## src/rtl/ftdi_rx_reader.sv

```systemverilog
// ftdi_rx_reader
//   Read master for the FT600/601 245-mode synchronous FIFO bus (PC -> FPGA direction).
//   Runs on the FTDI clock, drives OE_N/RD_N, captures DATA/BE into a small
//   first-word-fall-through buffer and presents the words on a valid/ready stream.
//   An optional checker flags breaks in an incrementing-counter test pattern.
//   DATA/BE tristates live in the top level; only the input path arrives here.
//
// Ports
//   clk        FTDI clock (100 MHz)
//   rst        synchronous, active-high reset
//   rxf_n      FTDI RXF_N, low = FTDI has data
//   data_in    FTDI DATA input path (32 bit)
//   be_in      FTDI BE input path (4 bit)
//   oe_n       FTDI OE_N, registered
//   rd_n       FTDI RD_N, registered
//   out_data   head-of-buffer data word (combinational)
//   out_be     head-of-buffer byte enables (combinational)
//   out_valid  head entry valid (combinational)
//   out_ready  consumer accepts head when out_valid & out_ready
//   word_cnt   words pushed since reset, wraps at 2^32
//   seq_err    sticky: popped word != previous popped word + 1
//   ovf_err    sticky: push attempted while buffer full
module ftdi_rx_reader #(
    parameter int unsigned BUF_DEPTH = 8,
    parameter int unsigned RESERVE   = 2,
    parameter bit          CHECK_EN  = 1'b1
) (
    input  logic        clk,
    input  logic        rst,
    input  logic        rxf_n,
    input  logic [31:0] data_in,
    input  logic [3:0]  be_in,
    output logic        oe_n,
    output logic        rd_n,
    output logic [31:0] out_data,
    output logic [3:0]  out_be,
    output logic        out_valid,
    input  logic        out_ready,
    output logic [31:0] word_cnt,
    output logic        seq_err,
    output logic        ovf_err
);

    localparam int unsigned PtrW = $clog2(BUF_DEPTH);
    localparam int unsigned CntW = PtrW + 1;
    localparam logic [CntW-1:0] StopLevel = CntW'(BUF_DEPTH - RESERVE);
    localparam logic [CntW-1:0] FullLevel = CntW'(BUF_DEPTH);

    typedef enum logic [1:0] {StIdle, StOe, StRead, StDone} state_e;

    state_e               state_q;
    logic [35:0]          mem_q [BUF_DEPTH];
    logic [PtrW-1:0]      wr_ptr_q;
    logic [PtrW-1:0]      rd_ptr_q;
    logic [CntW-1:0]      count_q;
    logic [31:0]          word_cnt_q;
    logic                 ovf_err_q;

    logic room;
    logic go;
    logic push_req;
    logic full;
    logic pop;
    logic push;

    // Stop decision uses the registered count; RESERVE absorbs the word that is
    // still sampled on the edge where rd_n is being raised.
    assign room     = (count_q < StopLevel);
    assign go       = ~rxf_n & room;
    assign push_req = ~rd_n & ~rxf_n;
    assign full     = (count_q == FullLevel);
    assign pop      = out_valid & out_ready;
    // A simultaneous pop frees a slot, so push-while-full is legal then.
    assign push     = push_req & (~full | pop);

    // Bus FSM with registered OE_N/RD_N.
    always_ff @(posedge clk) begin
        if (rst) begin
            state_q <= StIdle;
            oe_n    <= 1'b1;
            rd_n    <= 1'b1;
        end else begin
            case (state_q)
                StIdle: begin
                    if (go) begin
                        state_q <= StOe;
                        oe_n    <= 1'b0;
                        rd_n    <= 1'b1;
                    end
                end
                StOe: begin
                    // One turnaround cycle with OE_N low before RD_N.
                    if (go) begin
                        state_q <= StRead;
                        rd_n    <= 1'b0;
                    end else begin
                        state_q <= StDone;
                    end
                end
                StRead: begin
                    if (!go) begin
                        state_q <= StDone;
                        rd_n    <= 1'b1;
                    end
                end
                StDone: begin
                    state_q <= StIdle;
                    oe_n    <= 1'b1;
                end
                default: begin
                    state_q <= StIdle;
                    oe_n    <= 1'b1;
                    rd_n    <= 1'b1;
                end
            endcase
        end
    end

    // Buffer storage, no reset needed.
    always_ff @(posedge clk) begin
        if (push) begin
            mem_q[wr_ptr_q] <= {be_in, data_in};
        end
    end

    always_ff @(posedge clk) begin
        if (rst) begin
            wr_ptr_q   <= '0;
            rd_ptr_q   <= '0;
            count_q    <= '0;
            word_cnt_q <= '0;
            ovf_err_q  <= 1'b0;
        end else begin
            if (push) begin
                wr_ptr_q   <= wr_ptr_q + 1'b1;
                word_cnt_q <= word_cnt_q + 32'd1;
            end
            if (pop) begin
                rd_ptr_q <= rd_ptr_q + 1'b1;
            end
            case ({push, pop})
                2'b10:   count_q <= count_q + 1'b1;
                2'b01:   count_q <= count_q - 1'b1;
                default: count_q <= count_q;
            endcase
            if (push_req && full && !pop) begin
                ovf_err_q <= 1'b1;
            end
        end
    end

    assign {out_be, out_data} = mem_q[rd_ptr_q];
    assign out_valid          = (count_q != '0);
    assign word_cnt           = word_cnt_q;
    assign ovf_err            = ovf_err_q;

    if (CHECK_EN) begin : g_check
        logic        seeded_q;
        logic [31:0] expect_q;
        logic        seq_err_q;

        // Every pop reseeds from the popped word, so a break is reported once and
        // the pattern is then followed from the new value.
        always_ff @(posedge clk) begin
            if (rst) begin
                seeded_q  <= 1'b0;
                expect_q  <= '0;
                seq_err_q <= 1'b0;
            end else if (pop) begin
                seeded_q <= 1'b1;
                expect_q <= out_data + 32'd1;
                if (seeded_q && (out_data != expect_q)) begin
                    seq_err_q <= 1'b1;
                end
            end
        end

        assign seq_err = seq_err_q;
    end else begin : g_no_check
        assign seq_err = 1'b0;
    end

endmodule

```

## config.mk

```make
export PLATFORM = sky130hd
export DESIGN_NAME = ftdi_rx_reader
export DESIGN_NICKNAME = d
export VERILOG_FILES = /design/src/rtl/ftdi_rx_reader.sv
export SDC_FILE = /design/constraint.sdc
export NUM_CORES = 1
export LEC_CHECK = 0
export ABC_AREA = 1
export BUFFER_PORTS_ARGS = -buffer_cell sky130_fd_sc_hd__buf_4
export CAP_MARGIN = 5
export CORE_ASPECT_RATIO = 0.7
export CORE_MARGIN = 1.5
export CORE_UTILIZATION = 40
export DETAILED_ROUTE_END_ITERATION = 10
export RECOVER_POWER = 25
export SLEW_MARGIN = 20
export SYNTH_ARGS = -nofsm -noshare
export SYNTH_HDL_FRONTEND = slang
export SYNTH_SLANG_ARGS = --single-unit
```

## constraint.sdc

```tcl
create_clock -name clk -period 3.6 [get_ports clk]
set_clock_uncertainty 0.2 [all_clocks]
set_input_delay 0.18 -clock clk [delete_from_list [all_inputs] [get_ports clk]]
set_output_delay 0.18 -clock clk [all_outputs]
set_load 0.1 [all_outputs]
```

After elaboration in Yosys (flattened, before gate mapping)

Memory sizes are Yosys's and may differ from the RTL's. A register that Yosys moved wholly into a read port is not among the register bits.
Cells that the tools add are included.

Register bits after elaboration: 81
RAM bits: 288
Input port bits: 40
Output and inout port bits: 73
Word-level logic and storage cells: 64
Memories kept: 1

Memory list:

| memory | words | bits a word | read ports | clocked after Yosys merged registers in | wr ports | line | source |
|---|---|---|---|---|---|---|---|
| mem_q  | 8     | 36          | 1          | 1                                       | 1        | 52   | `logic [35:0] mem_q [BUF_DEPTH];` |

Add/sub/neg operators: 6
Order comparisons: 1
Equality and inequality tests: 10
Multiplexer cells: 14
Bitwise gates (word level): 8
Reductions and logical operators: 13

Operators with widths:

| operator                                                    | number |
|---|---|
| adder 32 x 1 -> 32 bit (second input constant)              | 2 |
| != test 32 bit                                              | 1 |
| one-hot mux 2 bit (4 select lines)                          | 1 |
| one-hot mux 4 bit (2 select lines)                          | 1 |
| adder 3 x 1 -> 3 bit (second input constant)                | 2 |
| equality test 2 bit (second input constant)                 | 3 |
| two-way mux 1 bit                                           | 6 |
| two-way mux 3 bit                                           | 2 |
| != test 2 bit (second input constant)                       | 3 |
| AND reduction 2 bit                                         | 3 |
| adder 4 x 1 -> 4 bit (second input constant)                | 1 |
| bitwise AND 1 bit                                           | 4 |
| equality test 2 x 1 -> 1 bit (second input constant)        | 2 |
| equality test 4 bit (second input constant)                 | 1 |
| less-than comparator 4 x 3 -> 1 bit (second input constant) | 1 |
| two-way mux 2 bit                                           | 2 |
| AND reduction 4 bit                                         | 1 |
| nonzero test 2 bit                                          | 2 |
| nonzero test 4 bit                                          | 1 |
| subtractor 4 x 1 -> 4 bit (second input constant)           | 1 |
| logical AND 1 bit                                           | 3 |
| inverter 1 bit                                              | 3 |
| one-hot mux 1 bit (3 select lines)                          | 1 |
| nonzero test 3 bit                                          | 1 |
| 4 further kinds                                             | 4 |

Logic depth before layout (Yosys ltp)

Word-level depth: 6
Mapped depth: 20
Depth with buffers taken out: 18

Least setup slack after synthesis

Ideal clock, no wire load.

Path kind: register to register
Start point: register rd_n
End point: memory mem_q[0][0], enable pin
Library setup time: 0.429 ns
Arrival time: 2.953 ns
Data required time: 2.971 ns
Setup slack: 0.018 ns
Cell stages (with the launch flop): 7
Path buffers: 1
Clock period less this slack: 3.582 ns
Cells stage by stage: dfxtp_1 -> nor2_1 -> nand2_1 -> buf_2 -> inv_1 -> nand2_1 -> nor2_1

Cells in the longest elaborated chain, start to end: 5

Ends and longest elaborated chain:

| element                                 | line | source |
|---|---|---|
| start, declared                         | 34   | `output logic rd_n,` |
| start signal, assigned                  | 81   | `rd_n <= 1'b1;` |
| start signal, assigned                  | 88   | `rd_n <= 1'b1;` |
| start signal, assigned                  | 95   | `rd_n <= 1'b0;` |
| inverter 1 bit                          | 70   | `assign push_req = ~rd_n & ~rxf_n;` |
| bitwise AND 1 bit                       | 70   |  |
| bitwise AND 1 bit                       | 74   | `assign push = push_req & (~full \| pop);` |
| two-way mux 1 bit                       | 121  | `if (push) begin` |
| two-way mux 1 bit (not written as such) | 122  | `mem_q[wr_ptr_q] <= {be_in, data_in};` |
| end, declared                           | 52   |  |

No other way between the ends.

==> results.json <==
{
  "fillerInstances": 4153,
  "synth_largest_area_cell": "sky130_fd_sc_hd__edfxtp_1",
  "first_pass_grt_wire_length_um": 72900,
  "relSlewSlack_pct": 45.1,
  "synth_nets": 2057,
  "grt_remaining_overflow": 0,
  "finalHoldViolCount": 0,
  "dp_cells": 2668,
  "final_layout_size_suffix_gt1_share_pct": 12.2,
  "total_of_endpoints_with_negative_setup_slack_in_the_final_report": 0,
  "hold_class": "input port to flop",
  "numCtsBuffers": 40,
  "utilization_pct": 47.5,
  "dominantRegCellSynth": "sky130_fd_sc_hd__edfxtp_1",
  "yosys.cell_types.count": 40,
  "average_size_of_a_mapped_cell_um2": 8.82,
  "timing.critical_path.arrival_ps": 2780,
  "reg2reg_slack_ps": 590,
  "cts.sinks": 372,
  "final.hold.worst_slack_ps": 93.8,
  "insertedDiodeCount": 0,
  "floorplan.die_area_um2": 45500,
  "leading_cell_types_by_total_area_after_synthesis": "sky130_fd_sc_hd__edfxtp_1 (49%), sky130_fd_sc_hd__nand2_1 (12%), sky130_fd_sc_hd__dfxtp_1 (9.5%), sky130_fd_sc_hd__inv_1 (6.3%), sky130_fd_sc_hd__nand3_1 (5.7%)",
  "nNetsFinal": 2207,
  "unrepaired_setup_endpoints_after_global_routing": "no",
  "synth.yosys.seq_area_share_pct": 58.4,
  "routedWlPerCell_um": 17.1,
  "globalplace.congestion": 0.930,
  "critical_path.cell_chain": "buf_4, nand3_1, nand3_1, nand2_1, inv_2, buf_4",
  "port-buffer-count": 112,
  "postPlaceCellArea_um2": 19200,
  "rows": 64,
  "post-place-ws_ps": 574,
  "antenna_violating_nets_post_route": 0,
  "dr.first_iter.drc_count": 1083,
  "htree_num_levels": 2,
  "tritoncts": "done",
  "cts.root.buffer_cell": "sky130_fd_sc_hd__clkbuf_16",
  "post-route-drc-count": 0,
  "clock_tree.buffer_depth": 3,
  "grt_max_degree": 82,
  "coreArea_um2": 43600,
  "drv_slew": 0,
  "ys_async_sr_fraction_pct": 0,
  "setup_ws_ps": 438,
  "cp.required_ps": 3220,
  "grt_pass1_vias": 12500,
  "power.leakage_nw": 8.70,
  "synthesis.instances": 2004,
  "synth_largest_type_area_fraction_pct": 48.9,
  "finalCritPeriodShare_pct": 87.8,
  "totalWireLength_um": 47500,
  "powerDensity_nw_per_um2": 776,
  "crit_path_start_kind": "flop",
  "place_hpwl_um": 31200,
  "timing.max_cap.violations": 0,
  "synth_common_cells": "sky130_fd_sc_hd__nand2_1 (572), sky130_fd_sc_hd__inv_1 (297), sky130_fd_sc_hd__edfxtp_1 (288)",
  "timing.setup.critical_path_class": "flop to output pin",
  "synthMostInstantiatedCell": "sky130_fd_sc_hd__nand2_1",
  "layout.cells.non_filler": 2777,
  "die_height_um": 179,
  "ys.warnings.count": 0,
  "syn2layout_area_growth_pct": 17.2,
  "post_cts_resize_count": 0,
  "stdcell_area_um2": 20700,
  "antenna_found_initial": 0,
  "floorplan.io_pins": 113,
  "multiInputGateArea_um2": 5740,
  "floorplan.initialDensity_pct": 40.5,
  "yosys_register_bits": 372,
  "clk_transition_reported_paths_ps": 60,
  "report.power.total_mw": 16.1,
  "post_synth_instance_area_um2": 17700,
  "worst_slew_pin_slew_ps": 822,
  "fmax_mhz": 316,
  "slowest_delay_ps": 650,
  "run_status": "finished, final reports clean",
  "cp_slowest_cell": "sky130_fd_sc_hd__dfxtp_2",
  "number_of_synthesized_flops_with_an_enable_pin": 288,
  "kind_of_capture_point_of_the_worst_setup_path": "output pin",
  "route.vias.total": 13600,
  "die-width_um": 254,
  "worstSkewPairLatency_ps": 550,
  "ir_drop_mv": 0.634,
  "ff_latch_area_um2": 10300,
  "timing.critical_path.fanout_max": 37,
  "router_iterations_before_antenna_repair": 5,
  "timing.setup.tns_ps": 0,
  "vias_per_inst": 4.91,
  "globalRouteTotalUtil_pct": 21.1,
  "post_layout_min_period_ps": 3160
}
[power breakdown]
group	leakage, nW	switching [mW]	internal, mW	total, mW
combinational	4.78	5.30	1.57	6.87
sequential	3.28	0.193	4.92	5.11
clock	0.634	1.71	2.38	4.09
total	8.70	7.20	8.87	16.1
[layout by cell type, fill, tap and decap left out, types with 41 or more instances in the layout]
cell type,n
sky130_fd_sc_hd__clkbuf_16,41
sky130_fd_sc_hd__inv_1,297
sky130_fd_sc_hd__nand3_1,201
sky130_fd_sc_hd__a21oi_1,70
sky130_fd_sc_hd__buf_4,113
sky130_fd_sc_hd__nor2_1,167
sky130_fd_sc_hd__nand2_1,572
sky130_fd_sc_hd__dfxtp_1,82
sky130_fd_sc_hd__o21ai_0,56
sky130_fd_sc_hd__edfxtp_1,288
[critical path: cells and delay by family (launching register included)]
| kind | cells | cell delay (ps) |
|---|---|---|
| buffers and inverters | 3 | 1000 |
| DFF | 1 | 650 |
| and+or+nand+nor | 3 | 530 |
[final timing paths]
kind	startpoint	end	cells past startpoint
min reg2reg	seq_err$_SDFFE_PP0P_	seq_err$_SDFFE_PP0P_	2
max reg2reg	flop	g_check.expect_q[27]$_SDFFE_PP0P_	14
max	flop	out_data[28]	6
min	rst	ovf_err$_SDFFE_PP0P_	3
[sequential cells by signal, indices dropped and copies added, names as in the netlist, named ones only]
name	cells
state_q	2
mem_q	288
rd_n	1
rd_ptr_q	3
g_check.expect_q	32
count_q	4
seq_err	1
word_cnt	32
wr_ptr_q	3
ovf_err	1
g_check.seeded_q	1
oe_n	1
[repair_timing]
item | CTS | global route
buffers inserted | 0 | 0
setup endpoints to repair | 0 | 0
hold endpoints to repair | 290 | 0
hold buffers | 38 | 0
[cells by family after synthesis]
family | synth area share (%)
xor gates and xnor gates | 1.14
and+or+nand+nor | 25.5
AOI/OAI and AO/OA | 4.41
buffers and inverters | 9.56
DFF | 58.4
adders and majority gates | 0.962
[layer usage]
| layer | global-route usage (%) | up-vias | wire length [um] |
|---|---|---|---|
| met1 | 32.2 | 6453 | 23400 |
| met5 | 0 | - | 0 |
| met2 | 31.6 | 363 | 20500 |
| met3 | 2.66 | 61 | 2550 |
| li1 | - | 6745 | - |
| met4 | 5.33 | 0 | 993 |
[cell type report]
type	instances	area share (%)
Inverter	321	5.84
Clock inverter	26	1.11
Multi-Input combinational cell	1237	27.7
Clock buffer	45	5.07
Timing Repair Buffer	182	6.81
Tap cell	594	3.59
Sequential cell	372	49.9
Note: power is estimated with default switching activity, not from simulation.
